File: src/rtl/adc_scan_ctrl.sv
// adc_scan_ctrl: walks the enabled analog mux channels, settles, kicks the SAR,
// waits for its ready edge (with timeout) and strobes one result per channel.
// Optional build macro ADC_SCAN_AVG_EN: four conversions per channel, averaged.
module adc_scan_ctrl #(
    parameter int unsigned RESOLUTION     = 8,
    parameter int unsigned NUM_CH         = 4,
    parameter int unsigned SETTLE_CYCLES  = 2,
    parameter int unsigned TIMEOUT_CYCLES = 64
) (
    input  logic                      clk_i,
    input  logic                      rst_i,
    input  logic                      enable_i,
    input  logic                      trig_i,
    input  logic                      continuous_i,
    input  logic [NUM_CH-1:0]         ch_mask_i,
    output logic [$clog2(NUM_CH)-1:0] ch_sel_o,
    output logic                      sar_start_o,
    input  logic                      sar_rdy_i,
    input  logic [RESOLUTION-1:0]     sar_result_i,
    output logic                      data_valid_o,
    output logic [$clog2(NUM_CH)-1:0] data_ch_o,
    output logic [RESOLUTION-1:0]     data_o,
    output logic                      busy_o,
    output logic                      scan_done_o,
    output logic                      err_o
);

    localparam int unsigned CW           = $clog2(NUM_CH);
    localparam int unsigned SW           = (SETTLE_CYCLES > 1) ? $clog2(SETTLE_CYCLES) : 1;
    localparam int unsigned SETTLE_LAST  = (SETTLE_CYCLES > 0) ? SETTLE_CYCLES - 1 : 0;
    localparam int unsigned TW           = (TIMEOUT_CYCLES > 1) ? $clog2(TIMEOUT_CYCLES) : 1;
    localparam int unsigned TIMEOUT_LAST = (TIMEOUT_CYCLES > 0) ? TIMEOUT_CYCLES - 1 : 0;

    typedef enum logic [2:0] {
        ST_IDLE,
        ST_SETTLE,
        ST_START,
        ST_WAIT,
        ST_STORE
    } state_e;

    // A channel begins in SETTLE unless no settling time is configured.
    localparam state_e CH_ENTRY = (SETTLE_CYCLES == 0) ? ST_START : ST_SETTLE;

    state_e            state_q, state_d;
    logic [NUM_CH-1:0] mask_q, mask_d;
    logic [CW-1:0]     ch_sel_q, ch_sel_d;
    logic [SW-1:0]     settle_cnt_q, settle_cnt_d;
    logic [TW-1:0]     wait_cnt_q, wait_cnt_d;
    logic              rdy_q, rdy_d;
    logic              sar_start_q, sar_start_d;
    logic              data_valid_q, data_valid_d;
    logic [CW-1:0]     data_ch_q, data_ch_d;
    logic [RESOLUTION-1:0] data_q, data_d;
    logic              busy_q, busy_d;
    logic              scan_done_q, scan_done_d;
    logic              err_q, err_d;

    logic              rdy_rise;
    logic [CW:0]       nxt;
    logic              has_next;
    logic [CW-1:0]     nxt_idx;

`ifdef ADC_SCAN_AVG_EN
    localparam int unsigned AW = RESOLUTION + 2;
    logic [AW-1:0]     acc_q, acc_d;
    logic [1:0]        avg_cnt_q, avg_cnt_d;
    logic [AW-1:0]     acc_sum;
`endif

    // Lowest set bit of a channel mask (0 when the mask is empty).
    function automatic logic [CW-1:0] lowest_bit(input logic [NUM_CH-1:0] m);
        logic [CW-1:0] r;
        r = '0;
        for (int i = int'(NUM_CH) - 1; i >= 0; i--) begin
            if (m[i]) r = CW'(i);
        end
        return r;
    endfunction

    // Next set bit strictly above cur, MSB of the result flags that one exists.
    function automatic logic [CW:0] next_above(input logic [NUM_CH-1:0] m,
                                               input logic [CW-1:0]     cur);
        logic [CW:0] r;
        r = '0;
        for (int i = int'(NUM_CH) - 1; i >= 0; i--) begin
            if (m[i] && (i > int'(cur))) r = {1'b1, CW'(i)};
        end
        return r;
    endfunction

    // Next-state and registered-output decode.
    always_comb begin
        state_d      = state_q;
        mask_d       = mask_q;
        ch_sel_d     = ch_sel_q;
        settle_cnt_d = settle_cnt_q;
        wait_cnt_d   = wait_cnt_q;
        rdy_d        = sar_rdy_i;
        sar_start_d  = 1'b0;
        data_valid_d = 1'b0;
        data_ch_d    = data_ch_q;
        data_d       = data_q;
        busy_d       = busy_q;
        scan_done_d  = 1'b0;
        err_d        = err_q;
`ifdef ADC_SCAN_AVG_EN
        acc_d        = acc_q;
        avg_cnt_d    = avg_cnt_q;
        acc_sum      = acc_q + AW'(sar_result_i);
`endif

        rdy_rise = sar_rdy_i && !rdy_q;
        nxt      = next_above(mask_q, ch_sel_q);
        has_next = nxt[CW];
        nxt_idx  = nxt[CW-1:0];

        if (!enable_i) begin
            state_d      = ST_IDLE;
            settle_cnt_d = '0;
            wait_cnt_d   = '0;
`ifdef ADC_SCAN_AVG_EN
            acc_d        = '0;
            avg_cnt_d    = '0;
`endif
        end else begin
            case (state_q)
                ST_IDLE: begin
`ifdef ADC_SCAN_AVG_EN
                    acc_d     = '0;
                    avg_cnt_d = '0;
`endif
                    if (trig_i && (ch_mask_i != '0)) begin
                        mask_d       = ch_mask_i;
                        ch_sel_d     = lowest_bit(ch_mask_i);
                        err_d        = 1'b0;
                        settle_cnt_d = '0;
                        state_d      = CH_ENTRY;
                    end
                end

                ST_SETTLE: begin
                    if (settle_cnt_q == SW'(SETTLE_LAST)) begin
                        settle_cnt_d = '0;
                        state_d      = ST_START;
                    end else begin
                        settle_cnt_d = settle_cnt_q + SW'(1);
                    end
                end

                ST_START: begin
                    sar_start_d = 1'b1;
                    wait_cnt_d  = '0;
                    state_d     = ST_WAIT;
                end

                ST_WAIT: begin
                    if (rdy_rise) begin
`ifdef ADC_SCAN_AVG_EN
                        if (avg_cnt_q == 2'd3) begin
                            data_d       = RESOLUTION'(acc_sum >> 2);
                            data_ch_d    = ch_sel_q;
                            data_valid_d = 1'b1;
                            scan_done_d  = !has_next;
                            acc_d        = '0;
                            avg_cnt_d    = '0;
                            state_d      = ST_STORE;
                        end else begin
                            acc_d        = acc_sum;
                            avg_cnt_d    = avg_cnt_q + 2'd1;
                            settle_cnt_d = '0;
                            state_d      = CH_ENTRY;
                        end
`else
                        data_d       = sar_result_i;
                        data_ch_d    = ch_sel_q;
                        data_valid_d = 1'b1;
                        scan_done_d  = !has_next;
                        state_d      = ST_STORE;
`endif
                    end else if (wait_cnt_q == TW'(TIMEOUT_LAST)) begin
                        // Timed-out channel still passes through STORE, just without a strobe.
                        err_d       = 1'b1;
                        scan_done_d = !has_next;
                        state_d     = ST_STORE;
`ifdef ADC_SCAN_AVG_EN
                        acc_d       = '0;
                        avg_cnt_d   = '0;
`endif
                    end else begin
                        wait_cnt_d = wait_cnt_q + TW'(1);
                    end
                end

                ST_STORE: begin
                    settle_cnt_d = '0;
                    if (has_next) begin
                        ch_sel_d = nxt_idx;
                        state_d  = CH_ENTRY;
                    end else if (continuous_i && (ch_mask_i != '0)) begin
                        mask_d   = ch_mask_i;
                        ch_sel_d = lowest_bit(ch_mask_i);
                        state_d  = CH_ENTRY;
                    end else begin
                        state_d  = ST_IDLE;
                    end
                end

                default: state_d = ST_IDLE;
            endcase
        end

        busy_d = (state_d != ST_IDLE);
    end

    // State and output registers with synchronous reset.
    always_ff @(posedge clk_i) begin
        if (rst_i) begin
            state_q      <= ST_IDLE;
            mask_q       <= '0;
            ch_sel_q     <= '0;
            settle_cnt_q <= '0;
            wait_cnt_q   <= '0;
            rdy_q        <= 1'b0;
            sar_start_q  <= 1'b0;
            data_valid_q <= 1'b0;
            data_ch_q    <= '0;
            data_q       <= '0;
            busy_q       <= 1'b0;
            scan_done_q  <= 1'b0;
            err_q        <= 1'b0;
`ifdef ADC_SCAN_AVG_EN
            acc_q        <= '0;
            avg_cnt_q    <= '0;
`endif
        end else begin
            state_q      <= state_d;
            mask_q       <= mask_d;
            ch_sel_q     <= ch_sel_d;
            settle_cnt_q <= settle_cnt_d;
            wait_cnt_q   <= wait_cnt_d;
            rdy_q        <= rdy_d;
            sar_start_q  <= sar_start_d;
            data_valid_q <= data_valid_d;
            data_ch_q    <= data_ch_d;
            data_q       <= data_d;
            busy_q       <= busy_d;
            scan_done_q  <= scan_done_d;
            err_q        <= err_d;
`ifdef ADC_SCAN_AVG_EN
            acc_q        <= acc_d;
            avg_cnt_q    <= avg_cnt_d;
`endif
        end
    end

    assign ch_sel_o     = ch_sel_q;
    assign sar_start_o  = sar_start_q;
    assign data_valid_o = data_valid_q;
    assign data_ch_o    = data_ch_q;
    assign data_o       = data_q;
    assign busy_o       = busy_q;
    assign scan_done_o  = scan_done_q;
    assign err_o        = err_q;

endmodule

File: config.mk
export PLATFORM = sky130hd
export DESIGN_NAME = adc_scan_ctrl
export DESIGN_NICKNAME = d
export VERILOG_FILES = /design/src/rtl/adc_scan_ctrl.sv
export SDC_FILE = /design/constraint.sdc
export NUM_CORES = 1
export LEC_CHECK = 0
export ABC_CLOCK_PERIOD_IN_PS = 1500
export CORE_MARGIN = 1.5
export CORE_UTILIZATION = 43
export CTS_CLUSTER_DIAMETER = 100
export DETAILED_ROUTE_END_ITERATION = 10
export PLACE_DENSITY = 0.76
export REMOVE_ABC_BUFFERS = 1
export SYNTH_ARGS = -nofsm -noshare
export SYNTH_HDL_FRONTEND = slang
export SYNTH_SLANG_ARGS = --single-unit
File: constraint.sdc
create_clock -name clk_i -period 1.5 [get_ports clk_i]
set_clock_uncertainty 0.05 [all_clocks]
set_input_delay 0.3 -clock clk_i [delete_from_list [all_inputs] [get_ports clk_i]]
set_output_delay 0.3 -clock clk_i [all_outputs]
set_load 0.02 [all_outputs]
== Word-level counts from Yosys, hierarchy flattened ==
Cells that the tools add are included.
Storage, ports and cells
  register bits: 32
  word-level logic and storage cells: 91
Operators by class
  equal/unequal tests: 12
  bitwise logic cells: 2
  reduce and logical (&&, ||, !) cells: 23
  magnitude comparators: 3
  add/sub/neg operators: 2
  mux-type cells: 36
Operators by type and width (number)
  3-bit 2-to-1 mux: 8
  3-bit one-hot mux with 5 select lines: 1
  2-bit 2-to-1 mux: 7
  4-bit 2-to-1 mux: 3
  6-bit 2-to-1 mux: 2
  2-bit != test (second input constant): 6
  6-bit one-hot mux with 2 select lines: 1
  1-bit 2-to-1 mux: 10
  5-bit AND reduction: 2
  4-bit one-hot mux with 2 select lines: 1
  6-bit by 1-bit adder with 6-bit output (second input constant): 1
  3-bit by 2-bit equality test with 1-bit output (second input constant): 2
  6-bit equality test (second input constant): 1
  1-bit logical AND: 6
  3-bit AND reduction: 2
  2-bit nonzero test: 3
  3-bit nonzero test: 2
  2-bit greater-than comparator (first input constant): 2
  2-bit one-hot mux with 2 select lines: 1
  4-bit AND reduction: 1
  4-bit nonzero test: 1
  3-bit by 1-bit equality test with 1-bit output (second input constant): 1
  3-bit equality test (second input constant): 1
  3-bit logical NOT: 1
  10 further kinds: 12

== Logic depth before layout (Yosys ltp) ==
Gate-level depths: netlist of run 1.
  word-level depth: 9
  depth in mapped cells: 6

== Least setup slack after synthesis of run 1 ==
OpenSTA, ideal clock, no wires.
  path kind: flip-flop to flip-flop
  start point: register wait_cnt_q[0]
  end point: register wait_cnt_q[3]
  data arrival time: 1.531 ns
  path slack: -0.153 ns
  data required time: 1.378 ns
  stages on the path, launching flop included: 6
  path buffers: 0
  library setup time: 0.072 ns
  path through: dfxtp_1 > ha_1 > and3_1 > a221o_1 > or3_1 > a21oi_1
On the way
  word-level cells in the longest chain between the ends: 4
  elaborated cells between the ends (all ways): 7
  classes of those cells: add/sub: 1; eq/ne: 2; mux: 3; reduce/logical: 1
Ends and longest elaborated chain
  start, declared: line 49  | logic [TW-1:0] wait_cnt_q, wait_cnt_d;
  start signal, assigned: line 241  | wait_cnt_q <= wait_cnt_d;
  6-bit by 1-bit adder with 6-bit output: line 191  | wait_cnt_d = wait_cnt_q + TW'(1);
  6-bit 2-to-1 mux: line 181  | end else if (wait_cnt_q == TW'(TIMEOUT_LAST)) begin
  6-bit 2-to-1 mux: line 158  | if (rdy_rise) begin
  6-bit one-hot mux with 2 select lines: line 127  | case (state_q)
Parallel ways exist; a longest one is shown, timed or not. The select of a mux whose other input is x is not followed.
A chain may end at the register's enable or synchronous reset.

== Final worst setup path of run 1 ==
  start point: register wait_cnt_q[1]
  end point: register wait_cnt_q[3]
The elaborated chain is that of the path after synthesis.

==> results of run 1 <==
[Yosys cell counts (2+ instances only)]
| cell type | instances |
|---|---|
| a21oi_1 | 6 |
| a31oi_1 | 4 |
| and2_1 | 2 |
| and3_1 | 2 |
| clkbuf_1 | 3 |
| dfxtp_1 | 31 |
| inv_1 | 4 |
| mux2i_1 | 15 |
| nand2_1 | 8 |
| nand2b_1 | 4 |
| nand3_1 | 2 |
| nand3b_1 | 3 |
| nand4_1 | 2 |
| nand4b_1 | 2 |
| nor2_1 | 25 |
| nor2b_1 | 6 |
| nor3_1 | 4 |
| o21ai_0 | 7 |
| o41ai_1 | 2 |
| xnor2_1 | 3 |
[cell families (layout without fill, tap and decap cells)]
group	Yosys count	after routing
simple gates	64	64
compound gates	32	32
flops	31	31
mux	15	15
buf+inv	9	87
xor+xnor	4	4
fa+ha+maj	1	1
[area by class of cell]
type | count | area, um2 | area share [%]
clock buffers | 8 | 68.8 | 2.93
well taps | 44 | 55.1 | 2.34
multi-input cells | 116 | 910 | 38.7
repair buffers | 75 | 669 | 28.5
inverters | 4 | 15.0 | 0.639
flip-flops and latches | 31 | 632 | 26.9
[registers in the layout, summed over array words and instances (netlist names)]
register / count
busy_o: 1
rdy_q: 1
ch_sel_o: 2
mask_q: 3
data_ch_o: 2
data_o: 8
scan_done_o: 1
wait_cnt_q: 6
sar_start_o: 1
err_o: 1
data_valid_o: 1
state_q: 3
settle_cnt_q: 1
[what timing repair did]
action                     4_1_cts  5_1_grt
hold endpoints to repair         0        0
pin swaps                       15        7
setup endpoints to repair       38       28
resized for setup               45       21
buffers inserted                 5        8
gates cloned                     0        1
[metal layers]
metal | vias up | part of all wire, % | track usage, %
met5 | - | 0 | 0
met4 | 0 | 2.5 | 12.4
met2 | 79 | 51 | 43.5
met1 | 746 | 39 | 27.9
li1 | 719 | - | -
met3 | 20 | 7.4 | 8.01
[power groups by stage]
stage | Clock [uW] | Combinational, uW | Sequential, uW
after floorplan | 0 | 63.4 | 872
after global placement | 0 | 191 | 864
after detailed placement | 0 | 198 | 865
after CTS | 566 | 202 | 847
after global routing | 603 | 245 | 848
final | 558 | 228 | 846
[stage by stage]
step	power [uW]	TNS (ns)	instances	util, %
CTS	1620	-0.821	269	70.6
finish	1630	-1.94	278	76.3
global placement	1060	-9.81	256	64.8
global route	1700	-2.98	278	76.3
detailed placement	1060	-10.60	256	64.8
floorplan	936	-1.71	151	-
[how the worst max path moves through the flow]
| stage | start | end | cells past startpoint |
|---|---|---|---|
| 2_1_floorplan | wait_cnt_q[0] | wait_cnt_q[3] | 5 |
| 3_3_place_gp | ch_mask_i[3] | ch_sel_o[1] | 6 |
| 3_5_place_dp | ch_mask_i[3] | mask_q[3] | 6 |
| 4_1_cts | wait_cnt_q[1] | wait_cnt_q[3] | 5 |
| 5_1_grt | wait_cnt_q[1] | wait_cnt_q[5] | 7 |
| 6_report | wait_cnt_q[1] | wait_cnt_q[3] | 5 |
[worst max-delay path: cells and delay by family, from the launching register on]
family / cells / cell delay, ns
flip-flops: 1 / 0.35
AND/OR/NAND/NOR: 2 / 0.62
AO/OA/AOI/OAI: 2 / 0.52
adder cells (fa/ha/maj): 1 / 0.16
==> reports/metrics.cfg, run 1 <==
[run_status]
run_status = complete, but fails checks
violations = negative setup slack

[flow_run]
cap_violations = 0

[synth]
synth_top_area_cell = dfxtp_1
synthMuxAreaShare_pct = 10.7
ys.flop_type = dfxtp_1
synth_compound_area_share_pct = 15.9
synthCells = 156
synth_top_area_share_pct = 44.2
synthAdderAreaFrac_pct = 0.890
yosys_warnings = 0
synth_area_um2 = 1410
synth_top_family_by_area = simple AND/OR/NAND/NOR gates
async_flop_share_pct = 0
ys_ff_latch = 31
synthSimpleGateAreaFrac_pct = 23.2
synthXorXnorAreaFrac_pct = 2.49
avgSynthCellArea_um2 = 9.01
ys_top_cells_by_area = dfxtp_1 (44%), mux2i_1 (11%), nor2_1 (6.7%), nor2b_1 (2.7%), o21ai_0 (2.5%)
synth_edf_count = 0
synth.distinct_cells = 41
ys_seq_area_share_pct = 44.2

[power_and_ir_drop]
vdd_drop_max_mv = 0.583
clockPowerShare_pct = 34.2
internal-power_uw = 1230
p_leak_uw = 0.000999
p_switching_uw = 401
seqPwrFrac_pct = 51.8
combPwrFrac_pct = 14.0
p_per_area_nw_per_um2 = 695
p_sw_share_pct = 24.6

[min_path]
holdPathEnd = data_ch_o[0]
hold_start = data_ch_o[0]
min_path_cells = 2
hold_class = flop to flop

[place]
hpwl_mm = 2.84
gp_congestion = 0.816
place_ws_ns = -0.569
io_buffers = 34
dpl-instance-area_um2 = 1990

[sta]
setup_viol_count_final = 15
hold_viol = 0
max-slew-margin-rel_pct = 55.4
finalMaxSlewViolations = 0
min_period_ns = 1.78
fin_ws_ns = -0.276
rsz0062_at_grt = yes
max_freq_mhz = 563
worstMarginPinSlew_ns = 0.662
post-route-period-util_pct = 118
holdWs_ns = 0.448

[routing]
viasPerCell = 5.63
wl_mm = 4.61
firstDrtPassIters = 4
vias = 1564
drt_iter0_markers = 119
ant_nets = 0
avgRoutedWirePerCell_um = 16.6
drc_errors = 0

[cts]
cts.sink_count = 31
clkTransAtPathRegs_ns = 0.09
cts_buffers = 5
cts-root-buf = clkbuf_4
h-tree-depth = 2
cts_tree = yes
ctsHoldBuffers = 0
clockBufferDepth = 2
clock_latency_ns = 0.34

[floorplan]
die_h_um = 60.2
row_count = 20
die_area_um2 = 3620
ios = 35
start_util_pct = 45.7
core_area_um2 = 3080
die_x_um = 60.2

[worst_setup_path]
reg2reg_depth = 5
reg2reg_to = wait_cnt_q[3]
slowest_delay_ns = 0.44
critical_path.cell_chain = ha_4 > and3_4 > a221o_1 > or3_1 > a21oi_2
crit_fanout = 5
crit_required_ns = 1.71
critPathCaptureType = flop
critPathSlowestCell = or3_1
rrSetupSlack_ns = -0.28
crit_type = flop to flop
arrival_ns = 1.99
cp-start-kind = flop
r2r-start = wait_cnt_q[1]

[grt]
first_global_vias = 1453
grt_max_degree = 13
antenna_found_initial = 0
grt_pass1_wl_mm = 6.62
grt_overflow = 0
grt.total_usage_pct = 25.3

[finish]
nets = 252
n_fill_cell = 211
layout-drive-gt1-share_pct = 32.5
mostFrequentLayoutCells = buf_4 (35), dfxtp_1 (26), nor2_1 (23)
insertedDiodeCount = 0
layout_commonest_cell = buf_4
final_cell_area_um2 = 2350
area_delta_synth_final_pct = 67.2

No activity file was read; power rests on OpenSTA's default activity.
==> inputs of run 2 (changes only) <==
ABC_CLOCK_PERIOD_IN_PS = 2200   (was 1500)
CORE_MARGIN = 2   (was 1.5)
CORE_UTILIZATION = 52   (was 43)
PLACE_DENSITY = 0.86   (was 0.76)
clock period = 2.2 ns   (was 1.5 ns; I/O delays follow)
==> run 2 against run 1 <==
Compared with the run above: the run now ends clean; critical path depth down 4; total power down 37%; global-route usage down 2.2 points; design area down 20%; sequential share of layout area up 6.2 points; final cell count down 18%; worst hold slack better by 0.00080 ns; worst setup slack better by 0.50 ns; register-to-register slack better by 0.67 ns; sequential power down 32%; clock power down 40%; combinational power down 50%; critical endpoint is now ch_sel_o[1]; highest routed layer unchanged.
==> reports/metrics.cfg, run 2 (synthesis results as in run 1) <==
[run_status]
run_status = finished, final reports clean

[cts]
h-tree-depth = 2
cts.sink_count = 31
clockBufferDepth = 2
clock_latency_ns = 0.33
cts_buffers = 5
cts-root-buf = clkbuf_4
cts_resized = 0
ctsHoldBuffers = 0
clkTransAtPathRegs_ns = 0.09
postCtsSetupBuffers = 0
cts_tree = yes

[finish]
largest_reg_flops = 8
insertedDiodeCount = 0
final_cell_area_um2 = 1870
nets = 217
area_delta_synth_final_pct = 33.4
layout-drive-gt1-share_pct = 7.58
mostFrequentLayoutCells = clkdlybuf4s50_1 (34), dfxtp_1 (31), nor2_1 (25)
layout_commonest_cell = clkdlybuf4s50_1

[floorplan]
start_util_pct = 55.7
die_area_um2 = 3130
die_x_um = 56.0
row_count = 18
ios = 35
core_area_um2 = 2520
die_h_um = 56.0

[place]
place_ws_ns = -0.0783
hpwl_mm = 2.51
gp_congestion = 0.899
dpl-instance-area_um2 = 1820
io_buffers = 34

[routing]
drt_iter0_markers = 54
vias = 1332
viasPerCell = 5.84
avgRoutedWirePerCell_um = 14.6
ant_nets = 0
drc_errors = 0
wl_mm = 3.33
firstDrtPassIters = 4

[worst_setup_path]
crit_required_ns = 1.71
worst-path-stages = 1
crit_family = buffers and inverters
arrival_ns = 1.49
critical_path.cell_chain = clkdlybuf4s50_1
crit_type = flop to output pin
reg2reg_depth = 5
cp-start-kind = flop
cp_num_buf_inv = 1
slowest_delay_ns = 0.67
crit_fanout = 8
critPathSlowestCell = clkdlybuf4s50_1
critPathCaptureType = output pin

[sta]
worstMarginPinSlew_ns = 0.552
setup_viol_count_final = 0
rsz0062_at_grt = no
finalMaxSlewViolations = 0
hold_viol = 0
fin_tns_setup_ns = 0
max_freq_mhz = 505
fin_ws_ns = 0.220
post-route-period-util_pct = 90.0
max-slew-margin-rel_pct = 62.8
min_period_ns = 1.98

[flow_run]
cap_violations = 0

[power_and_ir_drop]
p_per_area_nw_per_um2 = 547
vdd_drop_max_mv = 0.502
p_leak_uw = 0.000676
p_total_uw = 1030

[grt]
grt_overflow = 0
antenna_found_initial = 0
grt_pass1_wl_mm = 5.62
grt.total_usage_pct = 23.2
first_global_vias = 1238
grt_max_degree = 20

[min_path]
hold_class = flop to flop
min_path_cells = 2

[run 2: path summary, 6_finish.rpt]
path                                   from     endpoint  slack, ns
worst max-delay path            ch_sel_o[1]  ch_sel_o[1]       0.22
worst min-delay path              data_o[4]    data_o[4]       0.45
worst max register to register   state_q[0]    mask_q[2]       0.39
worst min register to register    data_o[4]    data_o[4]       0.45
[run 2: layout make-up]
cell class                 instances  area, um2
inverter                           4       15.0
sequential                        31        621
fill                             204        648
timing repair buffer              40        398
clock buffer                       6       51.3
multi-input combinational        116        747
clock inverter                     1       5.00
tap                               30       37.5
[run 2: metal layers]
layer  GRT usage, %  up-vias  routed length, um
met1           26.0      626               1350
met2           40.2       44               1740
li1               -      653                  -
met4           10.9        0                 75
met3           6.51        9                161
met5              0        -                  0
[run 2: per-stage QoR]
| step | hold slack, ns | util (%) | cells |
|---|---|---|---|
| 2_1_floorplan | 0.399 | - | 151 |
| 3_5_place_dp | 0.434 | 72.1 | 221 |
| 6_report | 0.449 | 74.3 | 228 |
| 5_1_grt | 0.498 | 74.3 | 228 |
| 4_1_cts | 0.458 | 74.3 | 228 |
| 3_3_place_gp | 0.415 | 72.1 | 221 |
[run 2: where the power goes]
part	internal (uW)	leakage [uW]	total, uW	switching, uW
logic	61.9	0.000391	114	51.8
clock network	148	0.0000341	333	185
registers	570	0.000251	579	9.76
total	779	0.000676	1030	246
==> inputs of run 3 (changes only) <==
PLACE_DENSITY = 0.91   (was 0.86)
==> run 3 against run 2 <==
Compared with the run above: final cell count up 0.88%; fmax up 1.8%; critical path depth unchanged; worst hold slack worse by 0.0031 ns; worst setup slack better by 0.035 ns; register-to-register slack about the same; total power down 1.5%; largest cell class unchanged.
==> reports/metrics.cfg, run 3 (synthesis results as in run 1) <==
[cts]
cts_tree = yes
ctsHoldBuffers = 0
h-tree-depth = 2
clockBufferDepth = 2
cts-root-buf = clkbuf_4
cts.sink_count = 31
clock_latency_ns = 0.34
cts_buffers = 5
postCtsSetupBuffers = 0
clkTransAtPathRegs_ns = 0.09
cts_resized = 0

[floorplan]
core_area_um2 = 2520
start_util_pct = 55.7
row_count = 18
die_area_um2 = 3130
die_x_um = 56.0
die_h_um = 56.0
ios = 35

[worst_setup_path]
slowest_delay_ns = 0.66
cp-start-kind = flop
critPathCaptureType = output pin
crit_fanout = 8
cp_num_buf_inv = 1
critical_path.cell_chain = clkdlybuf4s50_1
rrSetupSlack_ns = 0.40
crit_type = flop to output pin
crit_required_ns = 1.71
critPathSlowestCell = clkdlybuf4s50_1
arrival_ns = 1.46
crit_family = buffers and inverters

[sta]
worstMarginPinSlew_ns = 0.528
hold_viol = 0
setup_viol_count_final = 0
rsz0062_at_grt = no
post-route-period-util_pct = 88.4
min_period_ns = 1.95
max-slew-margin-rel_pct = 64.4
max_freq_mhz = 514
fin_tns_setup_ns = 0
finalMaxSlewViolations = 0

[finish]
final_cell_area_um2 = 1880
multi_input_area_um2 = 747
instances_no_fill = 230
regArea_um2 = 621
mostFrequentLayoutCells = clkdlybuf4s50_1 (34), dfxtp_1 (31), nor2_1 (25)
n_fill_cell = 187
insertedDiodeCount = 0
nets = 218
largest_reg_flops = 8
layout-drive-gt1-share_pct = 7.50
area_delta_synth_final_pct = 33.5
layout_commonest_cell = clkdlybuf4s50_1

[grt]
first_global_vias = 1224
antenna_found_initial = 0
grt_overflow = 0
grt_pass1_wl_mm = 5.36
grt_max_degree = 16
grt.total_usage_pct = 22.0

[place]
gp_congestion = 0.838
io_buffers = 34
dpl-instance-area_um2 = 1830
hpwl_mm = 2.56
placed_cells = 222

[power_and_ir_drop]
p_total_uw = 1010
p_leak_uw = 0.000676
seqPwrFrac_pct = 57.4
combPwrFrac_pct = 11.4
p_switching_uw = 253
p_per_area_nw_per_um2 = 539
clockPowerShare_pct = 31.2
vdd_drop_max_mv = 0.537
p_sw_share_pct = 25.1
internal-power_uw = 757

[routing]
met1_length_mm = 1.37
ant_nets = 0
dr_wl_met3_um = 136
firstDrtPassIters = 4
vias = 1290
wl_mm = 3.28
viasPerCell = 5.61
met2WireLength_mm = 1.71
drc_errors = 0
avgRoutedWirePerCell_um = 14.2
top_layer = met4
drt_iter0_markers = 40

[min_path]
hold_class = flop to flop

[flow_run]
cap_violations = 0

[run_status]
run_status = finished, final reports clean

-- run 3: cell types whose count changed in the layout (fill, tap and decap cells not counted) --
cell,change
buf_4,+1
clkbuf_1,+2
clkbuf_8,-1
-- run 3: worst paths after layout --
path	from	to	depth (start not counted)
min	wait_cnt_q[1]	wait_cnt_q[1]	2
min reg2reg	wait_cnt_q[1]	wait_cnt_q[1]	2
max reg2reg	state_q[0]	mask_q[2]	5
max	ch_sel_o[1]	ch_sel_o[1]	1
-- run 3: cell type report --
cell class	count	share of cell area, %
multi-input cells	116	39.8
flip-flops and latches	31	33.1
repair buffers	41	21.6
clock buffers	7	2.40
well taps	30	2.00
inverters	4	0.801
clock inverters	1	0.267
-- run 3: power by group through the flow --
stage	clock, uW	combinational, uW	sequential [uW]
6_report	315	115	580
5_1_grt	338	124	582
4_1_cts	314	115	579
3_5_place_dp	0	115	593
3_3_place_gp	0	110	592
2_1_floorplan	0	43.3	595
-- run 3: per-stage QoR --
stage	setup WS, ns	hold slack, ns	utilization [%]
after global placement	0.0707	0.418	72.4
after detailed placement	0.0222	0.430	72.4
after global routing	0.175	0.483	74.4
final	0.255	0.446	74.4
after CTS	0.257	0.450	74.4
after floorplan	0.547	0.399	-
-- run 3: worst reg2reg max path, cell delays in order, from the launching register on --
cell	delay [ns]
dfxtp_1	0.45
nor2_1	0.43
nand3b_1	0.17
o2111ai_2	0.33
mux2i_1	0.23
nor2_1	0.05
-- run 3: routing by layer --
| metal | global-route usage [%] | vias up |
|---|---|---|
| met3 | 5.81 | 7 |
| met1 | 23.9 | 589 |
| met2 | 39.8 | 37 |
| met5 | 0 | - |
| met4 | 9.52 | 0 |
| li1 | - | 657 |
